### src/rtl/vend_slot_ctrl_if.sv
// rtl/vend_slot_ctrl_if.sv - vending slot controller port bundle
// Groups the sale/restock inputs and the display/change outputs of vend_slot_ctrl.
interface vend_slot_ctrl_if #(
    parameter int N_SLOTS = 4,
    parameter int CAP     = 15,
    parameter int PRICE_W = 6
);
    localparam int STOCK_W  = $clog2(CAP + 1);
    localparam int CREDIT_W = PRICE_W + 1;

    logic [N_SLOTS-1:0]         sel;
    logic                       mode;
    logic [N_SLOTS*PRICE_W-1:0] price;
    logic                       coin_vld;
    logic [PRICE_W-1:0]         coin_val;
    logic                       cancel;
    logic                       add_vld;
    logic [STOCK_W-1:0]         add_qty;
    logic                       change_ack;
    logic [N_SLOTS*STOCK_W-1:0] stock;
    logic [CREDIT_W-1:0]        credit;
    logic [2:0]                 state;
    logic                       vend;
    logic [3:0]                 vend_slot;
    logic                       change_vld;
    logic [CREDIT_W-1:0]        change_amt;
    logic                       soldout;
    logic                       clip;

    modport slave (
        input  sel, mode, price, coin_vld, coin_val, cancel, add_vld, add_qty, change_ack,
        output stock, credit, state, vend, vend_slot, change_vld, change_amt, soldout, clip
    );

    modport master (
        output sel, mode, price, coin_vld, coin_val, cancel, add_vld, add_qty, change_ack,
        input  stock, credit, state, vend, vend_slot, change_vld, change_amt, soldout, clip
    );
endinterface

### src/rtl/vend_slot_ctrl.sv
// rtl/vend_slot_ctrl.sv - N-slot vending controller: stock, credit, dispense, change/refund
// Optional PAY idle auto-refund is enabled by defining VEND_TIMEOUT_EN.
module vend_slot_ctrl #(
    parameter int N_SLOTS = 4,
    parameter int CAP     = 15,
    parameter int PRICE_W = 6,
    parameter int TIMEOUT = 50_000_000
) (
    input logic              clk,
    input logic              rst_n,
    vend_slot_ctrl_if.slave  bus
);
    localparam int STOCK_W  = $clog2(CAP + 1);
    localparam int CREDIT_W = PRICE_W + 1;

    typedef enum logic [2:0] {
        S_IDLE     = 3'd0,
        S_PAY      = 3'd1,
        S_DISPENSE = 3'd2,
        S_CHANGE   = 3'd3
    } state_t;

    state_t              r_state;
    logic [STOCK_W-1:0]  r_stock [N_SLOTS];
    logic [CREDIT_W-1:0] r_credit;
    logic [3:0]          r_slot;
    logic                r_vend;
    logic                r_change_vld;
    logic [CREDIT_W-1:0] r_change_amt;
    logic                r_soldout;
    logic                r_clip;

    state_t              w_state_nxt;
    logic [CREDIT_W-1:0] w_credit_nxt;
    logic [3:0]          w_slot_nxt;
    logic                w_vend_nxt;
    logic                w_change_vld_nxt;
    logic [CREDIT_W-1:0] w_change_amt_nxt;
    logic                w_soldout_nxt;
    logic                w_clip_nxt;
    logic                w_stock_dec;
    logic                w_stock_add;
    logic [STOCK_W-1:0]  w_add_amt;

    logic                w_sel_ok;
    logic [3:0]          w_sel_idx;
    logic [STOCK_W-1:0]  w_sel_stock;
    logic [STOCK_W-1:0]  w_room;
    logic [PRICE_W-1:0]  w_price;
    logic [CREDIT_W-1:0] w_price_ext;
    logic [CREDIT_W:0]   w_sum;
    logic [CREDIT_W-1:0] w_credit_upd;
    logic [CREDIT_W-1:0] w_diff;
    logic                w_abort;
    logic                w_tmo_hit;

    always_comb begin
        w_sel_ok  = $onehot(bus.sel);
        w_sel_idx = '0;
        for (int i = 0; i < N_SLOTS; i++) begin
            if (bus.sel[i]) w_sel_idx = 4'(i);
        end
    end

    always_comb begin
        w_sel_stock = '0;
        w_price     = '0;
        for (int i = 0; i < N_SLOTS; i++) begin
            if (w_sel_idx == 4'(i)) w_sel_stock = r_stock[i];
            if (r_slot == 4'(i))    w_price     = bus.price[i*PRICE_W +: PRICE_W];
        end
    end

    assign w_room       = STOCK_W'(CAP) - w_sel_stock;
    assign w_price_ext  = {1'b0, w_price};
    assign w_sum        = {1'b0, r_credit} + {2'b00, bus.coin_val};
    assign w_credit_upd = !bus.coin_vld ? r_credit :
                          (w_sum[CREDIT_W] ? '1 : w_sum[CREDIT_W-1:0]);
    assign w_diff       = r_credit - w_price_ext;

`ifdef VEND_TIMEOUT_EN
    localparam int TMO_W = (TIMEOUT > 1) ? $clog2(TIMEOUT) : 1;
    logic [TMO_W-1:0] r_tmo;

    // Counter only runs while waiting in PAY; a coin restarts the idle window.
    always_ff @(posedge clk or negedge rst_n) begin
        if (!rst_n)                                r_tmo <= '0;
        else if (r_state != S_PAY || bus.coin_vld) r_tmo <= '0;
        else                                       r_tmo <= r_tmo + TMO_W'(1);
    end

    assign w_tmo_hit = (r_state == S_PAY) && !bus.coin_vld && (r_tmo == TMO_W'(TIMEOUT - 1));
`else
    assign w_tmo_hit = 1'b0;
`endif

    assign w_abort = bus.cancel || !w_sel_ok || (w_sel_idx != r_slot) || bus.mode || w_tmo_hit;

    always_comb begin
        w_state_nxt      = r_state;
        w_credit_nxt     = r_credit;
        w_slot_nxt       = r_slot;
        w_vend_nxt       = 1'b0;
        w_change_vld_nxt = r_change_vld;
        w_change_amt_nxt = r_change_amt;
        w_soldout_nxt    = 1'b0;
        w_clip_nxt       = 1'b0;
        w_stock_dec      = 1'b0;
        w_stock_add      = 1'b0;
        w_add_amt        = '0;
        case (r_state)
            S_IDLE: begin
                w_credit_nxt = '0;
                if (w_sel_ok && !bus.mode) begin
                    if (w_sel_stock != '0) begin
                        w_state_nxt = S_PAY;
                        w_slot_nxt  = w_sel_idx;
                    end else begin
                        w_soldout_nxt = 1'b1;
                    end
                end else if (w_sel_ok && bus.mode && bus.add_vld) begin
                    w_stock_add = 1'b1;
                    if (bus.add_qty > w_room) begin
                        w_add_amt  = w_room;
                        w_clip_nxt = 1'b1;
                    end else begin
                        w_add_amt  = bus.add_qty;
                    end
                end
            end
            S_PAY: begin
                // Abort takes priority so a same-cycle coin lands in the refund, never a vend.
                if (w_abort) begin
                    w_credit_nxt = '0;
                    if (w_credit_upd != '0) begin
                        w_state_nxt      = S_CHANGE;
                        w_change_vld_nxt = 1'b1;
                        w_change_amt_nxt = w_credit_upd;
                    end else begin
                        w_state_nxt = S_IDLE;
                    end
                end else begin
                    w_credit_nxt = w_credit_upd;
                    if (bus.coin_vld && w_credit_upd >= w_price_ext) begin
                        w_state_nxt = S_DISPENSE;
                        w_vend_nxt  = 1'b1;
                    end
                end
            end
            S_DISPENSE: begin
                w_stock_dec  = 1'b1;
                w_credit_nxt = '0;
                if (w_diff != '0) begin
                    w_state_nxt      = S_CHANGE;
                    w_change_vld_nxt = 1'b1;
                    w_change_amt_nxt = w_diff;
                end else begin
                    w_state_nxt = S_IDLE;
                end
            end
            S_CHANGE: begin
                if (bus.change_ack) begin
                    w_state_nxt      = S_IDLE;
                    w_change_vld_nxt = 1'b0;
                    w_change_amt_nxt = '0;
                end
            end
            default: w_state_nxt = S_IDLE;
        endcase
    end

    always_ff @(posedge clk or negedge rst_n) begin
        if (!rst_n) begin
            r_state      <= S_IDLE;
            r_credit     <= '0;
            r_slot       <= '0;
            r_vend       <= 1'b0;
            r_change_vld <= 1'b0;
            r_change_amt <= '0;
            r_soldout    <= 1'b0;
            r_clip       <= 1'b0;
            for (int i = 0; i < N_SLOTS; i++) r_stock[i] <= STOCK_W'(CAP);
        end else begin
            r_state      <= w_state_nxt;
            r_credit     <= w_credit_nxt;
            r_slot       <= w_slot_nxt;
            r_vend       <= w_vend_nxt;
            r_change_vld <= w_change_vld_nxt;
            r_change_amt <= w_change_amt_nxt;
            r_soldout    <= w_soldout_nxt;
            r_clip       <= w_clip_nxt;
            for (int i = 0; i < N_SLOTS; i++) begin
                if (w_stock_dec && r_slot == 4'(i))
                    r_stock[i] <= r_stock[i] - STOCK_W'(1);
                else if (w_stock_add && w_sel_idx == 4'(i))
                    r_stock[i] <= r_stock[i] + w_add_amt;
            end
        end
    end

    for (genvar g = 0; g < N_SLOTS; g++) begin : g_stock
        assign bus.stock[g*STOCK_W +: STOCK_W] = r_stock[g];
    end

    assign bus.credit     = r_credit;
    assign bus.state      = r_state;
    assign bus.vend       = r_vend;
    assign bus.vend_slot  = r_slot;
    assign bus.change_vld = r_change_vld;
    assign bus.change_amt = r_change_amt;
    assign bus.soldout    = r_soldout;
    assign bus.clip       = r_clip;
endmodule

### src/flat_wrapper.sv
// flat-port wrapper written by rule: the top's interface ports become plain ports
module vend_slot_ctrl_flat 
#(
    parameter int N_SLOTS = 4,
    parameter int CAP     = 15,
    parameter int PRICE_W = 6,
    parameter int TIMEOUT = 50_000_000
)
  (clk, rst_n, bus_sel, bus_mode, bus_price, bus_coin_vld, bus_coin_val, bus_cancel, bus_add_vld, bus_add_qty, bus_change_ack, bus_stock, bus_credit, bus_state, bus_vend, bus_vend_slot, bus_change_vld, bus_change_amt, bus_soldout, bus_clip);
  vend_slot_ctrl_if #(.N_SLOTS(N_SLOTS), .CAP(CAP), .PRICE_W(PRICE_W)) bus_i ();
  input logic clk;
  input logic rst_n;
  input wire logic [$bits(bus_i.sel)-1:0] bus_sel;
  input wire logic [$bits(bus_i.mode)-1:0] bus_mode;
  input wire logic [$bits(bus_i.price)-1:0] bus_price;
  input wire logic [$bits(bus_i.coin_vld)-1:0] bus_coin_vld;
  input wire logic [$bits(bus_i.coin_val)-1:0] bus_coin_val;
  input wire logic [$bits(bus_i.cancel)-1:0] bus_cancel;
  input wire logic [$bits(bus_i.add_vld)-1:0] bus_add_vld;
  input wire logic [$bits(bus_i.add_qty)-1:0] bus_add_qty;
  input wire logic [$bits(bus_i.change_ack)-1:0] bus_change_ack;
  output wire logic [$bits(bus_i.stock)-1:0] bus_stock;
  output wire logic [$bits(bus_i.credit)-1:0] bus_credit;
  output wire logic [$bits(bus_i.state)-1:0] bus_state;
  output wire logic [$bits(bus_i.vend)-1:0] bus_vend;
  output wire logic [$bits(bus_i.vend_slot)-1:0] bus_vend_slot;
  output wire logic [$bits(bus_i.change_vld)-1:0] bus_change_vld;
  output wire logic [$bits(bus_i.change_amt)-1:0] bus_change_amt;
  output wire logic [$bits(bus_i.soldout)-1:0] bus_soldout;
  output wire logic [$bits(bus_i.clip)-1:0] bus_clip;
  assign bus_i.sel = bus_sel;
  assign bus_i.mode = bus_mode;
  assign bus_i.price = bus_price;
  assign bus_i.coin_vld = bus_coin_vld;
  assign bus_i.coin_val = bus_coin_val;
  assign bus_i.cancel = bus_cancel;
  assign bus_i.add_vld = bus_add_vld;
  assign bus_i.add_qty = bus_add_qty;
  assign bus_i.change_ack = bus_change_ack;
  assign bus_stock = bus_i.stock;
  assign bus_credit = bus_i.credit;
  assign bus_state = bus_i.state;
  assign bus_vend = bus_i.vend;
  assign bus_vend_slot = bus_i.vend_slot;
  assign bus_change_vld = bus_i.change_vld;
  assign bus_change_amt = bus_i.change_amt;
  assign bus_soldout = bus_i.soldout;
  assign bus_clip = bus_i.clip;
  vend_slot_ctrl #(.N_SLOTS(N_SLOTS), .CAP(CAP), .PRICE_W(PRICE_W), .TIMEOUT(TIMEOUT)) u_core (.clk(clk), .rst_n(rst_n), .bus(bus_i));
endmodule
### config.mk
export PLATFORM = sky130hd
export DESIGN_NAME = vend_slot_ctrl_flat
export DESIGN_NICKNAME = d
export VERILOG_FILES = /design/src/rtl/vend_slot_ctrl_if.sv /design/src/rtl/vend_slot_ctrl.sv /design/src/flat_wrapper.sv
export SDC_FILE = /design/constraint.sdc
export NUM_CORES = 1
export LEC_CHECK = 0
export BUFFER_PORTS_ARGS = -buffer_cell sky130_fd_sc_hd__buf_4
export CORE_MARGIN = 3
export CORE_UTILIZATION = 25
export DETAILED_ROUTE_END_ITERATION = 8
export SYNTH_ARGS = -nofsm -noshare
export SYNTH_HDL_FRONTEND = slang
export SYNTH_SLANG_ARGS = --single-unit
### constraint.sdc
create_clock -name clk -period 5 [get_ports clk]
set_clock_uncertainty 0.05 [all_clocks]
set_input_delay 0.5 -clock clk [delete_from_list [all_inputs] [get_ports clk]]
set_output_delay 0.5 -clock clk [all_outputs]
set_load 0.03 [all_outputs]
==> results.md, run 1 <==
- Initial antenna violation count: 0
- CTS Buffer Depth: 2
- Cts hold-fix bufs: 0
- Placed Instances: 625
- Flops & latches, synth: 38
- Switching pwr: 0.999 mW
- Sequential Power Share: 27.0%
- Final Wtd Congestion: 0.890
- Global Route Usage Sum: 13.2%
- GRT overflow: 0
- Mapped Area: 3480 um2
- Die Y: 124 um
- Cells after Synth: 375
- CP max stage delay: 0.62 ns
- Simple-gate area share of the yosys netlist: 15.3%
- Initial DRC Count: 204
- Num rows: 42
- DR vias: 3085
- Most frequent CP cell: ha_1
- Core area: 13500 um2
- Cell variety after synth: 53
- Number of synthesized flops with an enable pin: 0
- Largest family of logic cells by synthesized area: adder cells
- Worst min path class: in2async
- Fin cells: 633
- Synth cell count leaders: ha_1 (39), nand2_1 (36), inv_1 (31), nor2_1 (25), a21oi_1 (23)
- Synth warn: 0
- Fmax: 223 MHz
- Clk sinks: 38
- Cell-internal power: 1.26 mW
- Synth area leader: dfrtp_1
- Fin area: 4450 um2
- Vias in the first global route: 3163
- CTS clk-pin slew, worst paths: 0.06 ns
- CP endpoint kind: register
- Post-synth top area share: 15.8%
- CP Cell Sequence: buf_4 -> a21oi_4 -> mux4_2 -> ha_1 -> nand2b_1 -> a21oi_1 -> nor2_1 -> a41oi_1 -> buf_4 -> o211ai_1 -> ha_1 -> xnor2_1 -> nand2_1 -> ha_1 -> o21ai_0 -> nand2b_1 -> o41ai_1 -> a21oi_1 -> xor2_1
- Sequential area share after synthesis: 27.9%
- Root Buffer: clkbuf_16
- Post-synthesis xor/xnor area fraction: 4.99%
- Adder-cell share of the synthesized area: 18.0%
- FF-to-FF End: u_core.bus.stock[11]$_DFFE_PN1P_
- RSZ-0062 raised after global routing: false
- Post-CTS Setup Inserts: 0
- Tmin final: 4.48 ns
- Max-Cap Viols: 0
- Clk Latency, worst-skew pair: 0.28 ns
- First-pass GRT wire length: 15900 um
- CP endpoint: u_core.bus.stock[11]$_DFFE_PN1P_
- Worst endpoint required time: 5.15 ns
- Fin nets: 547
- R2r worst-path depth: 17
- Post-Route WL: 9860 um
- TritonRoute pass-1 iters: 4
- Final core utilization: 33.1%
- Reg2reg setup slack: 0.87 ns
- Setup violators final: 0
- Peak supply drop: 368 uV
- Least-Margin Pin Slew: 0.895 ns
- Power Density: 508 nW/um2
- CTS H-tree lvls: 2
- Top cells by area, synth: dfrtp_1 (16%), ha_1 (14%), dfstp_2 (12%)
- CP max FO: 9
- Syn Area/Cell: 9.29 um2
- Port bufs: 82
- Post-CTS sizing: 0
- Clock network power share: 16.1%
- Fin worst setup slack: 0.522 ns
- Slew Viols, Final: 0
- Die area: 15400 um2
- Starting Density: 25.9%
- Critical Path Start: bus_sel[1]
- Layout cell share with drive strength beyond 1: 28.9%
- DP Wirelength: 7930 um
- Final Hold Viols: 0
- Sw Ratio: 44.2%
- Setup TNS: 0 ns
- CTS tree: done
- Place WS: 0.346 ns
- Top-count cell post-synth: ha_1
- Compound-Gate Fraction of Synth Area: 17.6%
- Diode count: 0
- CP Class: in2reg
- Logic pwr share: 56.9%
- Most common flop cell mapped by yosys: dfrtp_1
- Final Cycle Share: 89.6%
- Drt wl/cell: 15.6 um
- Post-route DRC: 0
- Hold_ws: 0.135 ns
- CP max-delay cell: mux4_2
- Crit path arrival time: 4.63 ns
- Width of the die: 124 um
- Startpoint types: primary input
- Worst slew margin: 39.8%
- Routed vias/inst: 4.87
- Antenna-violating nets left: 0
- Status: complete, no violations
- Cell leakage power: 2.14 nW
- Area after DPL: 4280 um2
- Multiplexer share of the synthesized area: 10.7%
- IO Count: 86
- Area grow syn2layout: 27.7%
- Critical R2R Launch: u_core.bus.stock[1]$_DFFE_PN1P_
- CTS buffer count: 5
- Post-synthesis async set-or-reset flop share: 100%
- Power Total: 2.26 mW
- Largest net degree at the start of global routing: 39
[critical path, delay by kind of cell]
family          cells  cell delay (ns)
compound gates      7             1.46
buf+inv             2             0.32
simple gates        4             0.32
mux                 1             0.62
fa+ha+maj           3             0.91
xor+xnor            2             0.49
[layer usage]
metal / vias up / track usage (%) / wire (um) / share of wire, %
li1: 1491 / - / - / -
met1: 1489 / 16.9 / 4350 / 44
met2: 92 / 22.4 / 4830 / 49
met3: 13 / 2.95 / 549 / 5.6
met4: 0 / 3.42 / 125 / 1.3
met5: - / 0 / 0 / 0
[cell families after synthesis]
family / Yosys count
adders and majority gates: 46
other: 1
muxes: 21
and+or+nand+nor: 108
DFF: 38
xor gates and xnor gates: 19
buffers and inverters: 45
AOI/OAI and AO/OA: 97
[worst min path at each step]
stage                                            to  cells past startpoint  slack (ns)                            startpoint
2_1_floorplan  u_core.bus.change_amt[0]$_DFFE_PN0P_                      0        0.15                                 rst_n
3_3_place_gp              u_core.bus.clip$_DFF_PN0_                      1        0.44                                 rst_n
3_5_place_dp   u_core.bus.change_amt[2]$_DFFE_PN0P_                      1        0.45  u_core.bus.change_amt[2]$_DFFE_PN0P_
4_1_cts                u_core.bus.soldout$_DFF_PN0_                      1        0.15                                 rst_n
5_1_grt                   u_core.bus.clip$_DFF_PN0_                      1        0.17                                 rst_n
6_report                  u_core.bus.clip$_DFF_PN0_                      1        0.13                                 rst_n
[registers in the layout (all words and copies together), names as in the netlist]
signal,flops
u_core.bus.change_vld,1
u_core.bus.stock,16
u_core.bus.vend_slot,2
u_core.bus.credit,7
u_core.bus.change_amt,7
u_core.bus.soldout,1
u_core.bus.state,2
u_core.bus.vend,1
u_core.bus.clip,1
[placed cells by master, fill, tap and decap left out, drive strengths merged, types with 4 or more instances in the layout]
cell type  instances
nor2              25
a21oi             24
nand2b             9
xor2               9
a21o               9
nand2             36
nor2b             10
clkbuf             5
mux4              10
dfstp             16
buf               85
fa                 7
mux2               9
ha                39
nand3              4
o21ai             27
o22ai              8
o211ai             5
dfrtp             22
nand4              4
and2               4
inv               32
xnor2             10
o21a               5
o41ai              5
[layout make-up]
type,count,area [um2]
Clock buffer,5,125
Clock inverter,3,40.0
Fill cell,1417,9010
Inverter,32,120
Multi-Input combinational cell,294,2330
Sequential cell,38,971
Tap cell,176,220
Timing Repair Buffer,85,638
[power by group through the flow]
stage,registers [mW],clock network (mW),logic (mW)
floorplan,0.751,0,0.750
global placement,0.615,0,1.26
detailed placement,0.618,0,1.29
CTS,0.614,0.374,1.29
global route,0.630,0.391,1.43
finish,0.611,0.363,1.29
(Power assumes the default switching activity.)
==> inputs of run 2 (changes only) <==
==> constraint.sdc (replaced) <==
create_clock -name clk -period 3.85 [get_ports clk]
set_clock_uncertainty 0.05 [all_clocks]
set_input_delay 0.385 -clock clk [delete_from_list [all_inputs] [get_ports clk]]
set_output_delay 0.385 -clock clk [all_outputs]
set_load 0.03 [all_outputs]
==> results.md, run 2 (same netlist as run 1, synthesis figures left out) <==
- Place WS: -0.335 ns
- Final Wtd Congestion: 0.855
- Die Y: 124 um
- CP Class: in2reg
- CTS clk-pin slew, worst paths: 0.06 ns
- CTS H-tree lvls: 2
- Antenna-violating nets left: 0
- Multi-input logic area: 2510 um2
- Num rows: 42
- Clk sinks: 38
- CP endpoint kind: register
- Layout cell share with drive strength beyond 1: 39.2%
- Least-Margin Pin Slew: 0.657 ns
- IO Count: 86
- Initial DRC Count: 138
- FF-to-FF End: u_core.bus.stock[15]$_DFFE_PN1P_
- Reg2reg setup slack: 0.27 ns
- Post-route DRC: 0
- Critical R2R Launch: u_core.bus.stock[5]$_DFFE_PN1P_
- Drt wl/cell: 15.5 um
- Power Density: 660 nW/um2
- Fin cells: 674
- CP max FO: 4
- Fin worst setup slack: 0.146 ns
- DR vias: 3181
- TritonRoute pass-1 iters: 4
- Crit path arrival time: 3.86 ns
- Worst endpoint required time: 4.01 ns
- DP Wirelength: 8540 um
- Global Route Usage Sum: 13.6%
- Most common cell after layout, fill and taps aside: buf_4
- Placed Instances: 661
- CTS Buffer Depth: 2
- Clk Latency, worst-skew pair: 0.29 ns
- Area grow syn2layout: 42.5%
- RSZ-0062 raised after global routing: true
- Setup TNS: 0 ns
- Tmin final: 3.70 ns
- Slew Viols, Final: 0
- Status: complete, no violations
- Final Hold Viols: 0
- Post-Route WL: 10500 um
- Width of the die: 124 um
- Diode count: 0
- Die area: 15400 um2
- GRT overflow: 0
- CTS buffer count: 5
- Flip-flop and latch area: 971 um2
- Worst min path class: in2async
- Routed vias/inst: 4.72
- Root Buffer: clkbuf_16
- Starting Density: 25.9%
- Cell leakage power: 2.37 nW
- First-pass GRT wire length: 16400 um
- Port bufs: 82
- Initial antenna violation count: 0
- Power Total: 3.28 mW
- # fillers: 1411
- Core area: 13500 um2
- Max-Cap Viols: 0
- Final Cycle Share: 96.2%
- Peak supply drop: 361 uV
- Vias in the first global route: 3226
- Max FFs per register: 16
- Fmax: 270 MHz
- Startpoint types: primary input
- R2r worst-path depth: 18
- Largest net degree at the start of global routing: 39
- Final core utilization: 36.9%
- CTS tree: done
- Fin nets: 588
- Setup violators final: 0
- Worst slew margin: 56.1%
- Most frequent cells in the layout: buf_4 (123), nand2_1 (32), ha_1 (31)
==> run 2: worst max-delay path by stage <==
stage               startpoint                               end  cells after the start
floorplan           bus_sel[2]   u_core.bus.stock[7]$_DFFE_PN1P_                     17
global placement    bus_sel[2]   u_core.bus.stock[3]$_DFFE_PN1P_                     18
detailed placement  bus_sel[2]   u_core.bus.stock[3]$_DFFE_PN1P_                     18
CTS                 bus_sel[2]   u_core.bus.stock[3]$_DFFE_PN1P_                     19
global route        bus_sel[3]   u_core.bus.stock[3]$_DFFE_PN1P_                     19
finish              bus_sel[3]  u_core.bus.stock[15]$_DFFE_PN1P_                     20
==> run 2: power by group <==
part	switching [mW]	internal, mW
clock	0.171	0.307
sequential	0.173	0.593
combinational	1.06	0.975
total	1.40	1.87
==> run 2: critical path, cell delays in order <==
cell,delay (ns)
buf_4,0.13
a21oi_4,0.23
mux4_2,0.60
ha_4,0.31
nand2b_4,0.05
a21oi_2,0.12
nor2_1,0.06
a41oi_2,0.18
buf_4,0.15
nand2_1,0.04
o211ai_1,0.12
ha_2,0.37
nand2_2,0.11
ha_4,0.20
nor2b_2,0.14
o21ai_1,0.13
nand2b_1,0.10
o41ai_2,0.20
a21oi_1,0.08
xor2_1,0.15
==> run 2: final cells by class <==
type / instances / share of cell area, %
multi-input cells: 294 / 50.6
flip-flops and latches: 38 / 19.6
repair buffers: 126 / 19.5
well taps: 176 / 4.44
clock buffers: 7 / 2.67
inverters: 32 / 2.67
clock inverters: 1 / 0.605
==> run 2: stage by stage <==
| step | area (um2) | hold slack (ns) |
|---|---|---|
| global placement | 4640 | 0.350 |
| finish | 4960 | 0.0227 |
| floorplan | 3580 | 0.0394 |
| global route | 4960 | 0.0546 |
| detailed placement | 4640 | 0.353 |
| CTS | 4810 | 0.0423 |
==> run 2: layer usage <==
metal / global-route usage [%] / routed length [um] / vias up
li1: - / - / 1579
met5: 0 / 0 / -
met3: 2.54 / 551 / 14
met4: 2.46 / 154 / 0
met1: 17.8 / 4570 / 1506
met2: 23.8 / 5180 / 82
==> run 2: what timing repair did <==
| item | CTS | global route |
|---|---|---|
| pin swaps | 0 | 5 |
| endpoints found under the setup margin | 4 | 5 |
| setup buffers | 2 | 3 |
| hold buffers | 0 | 0 |
| resized for setup | 0 | 23 |
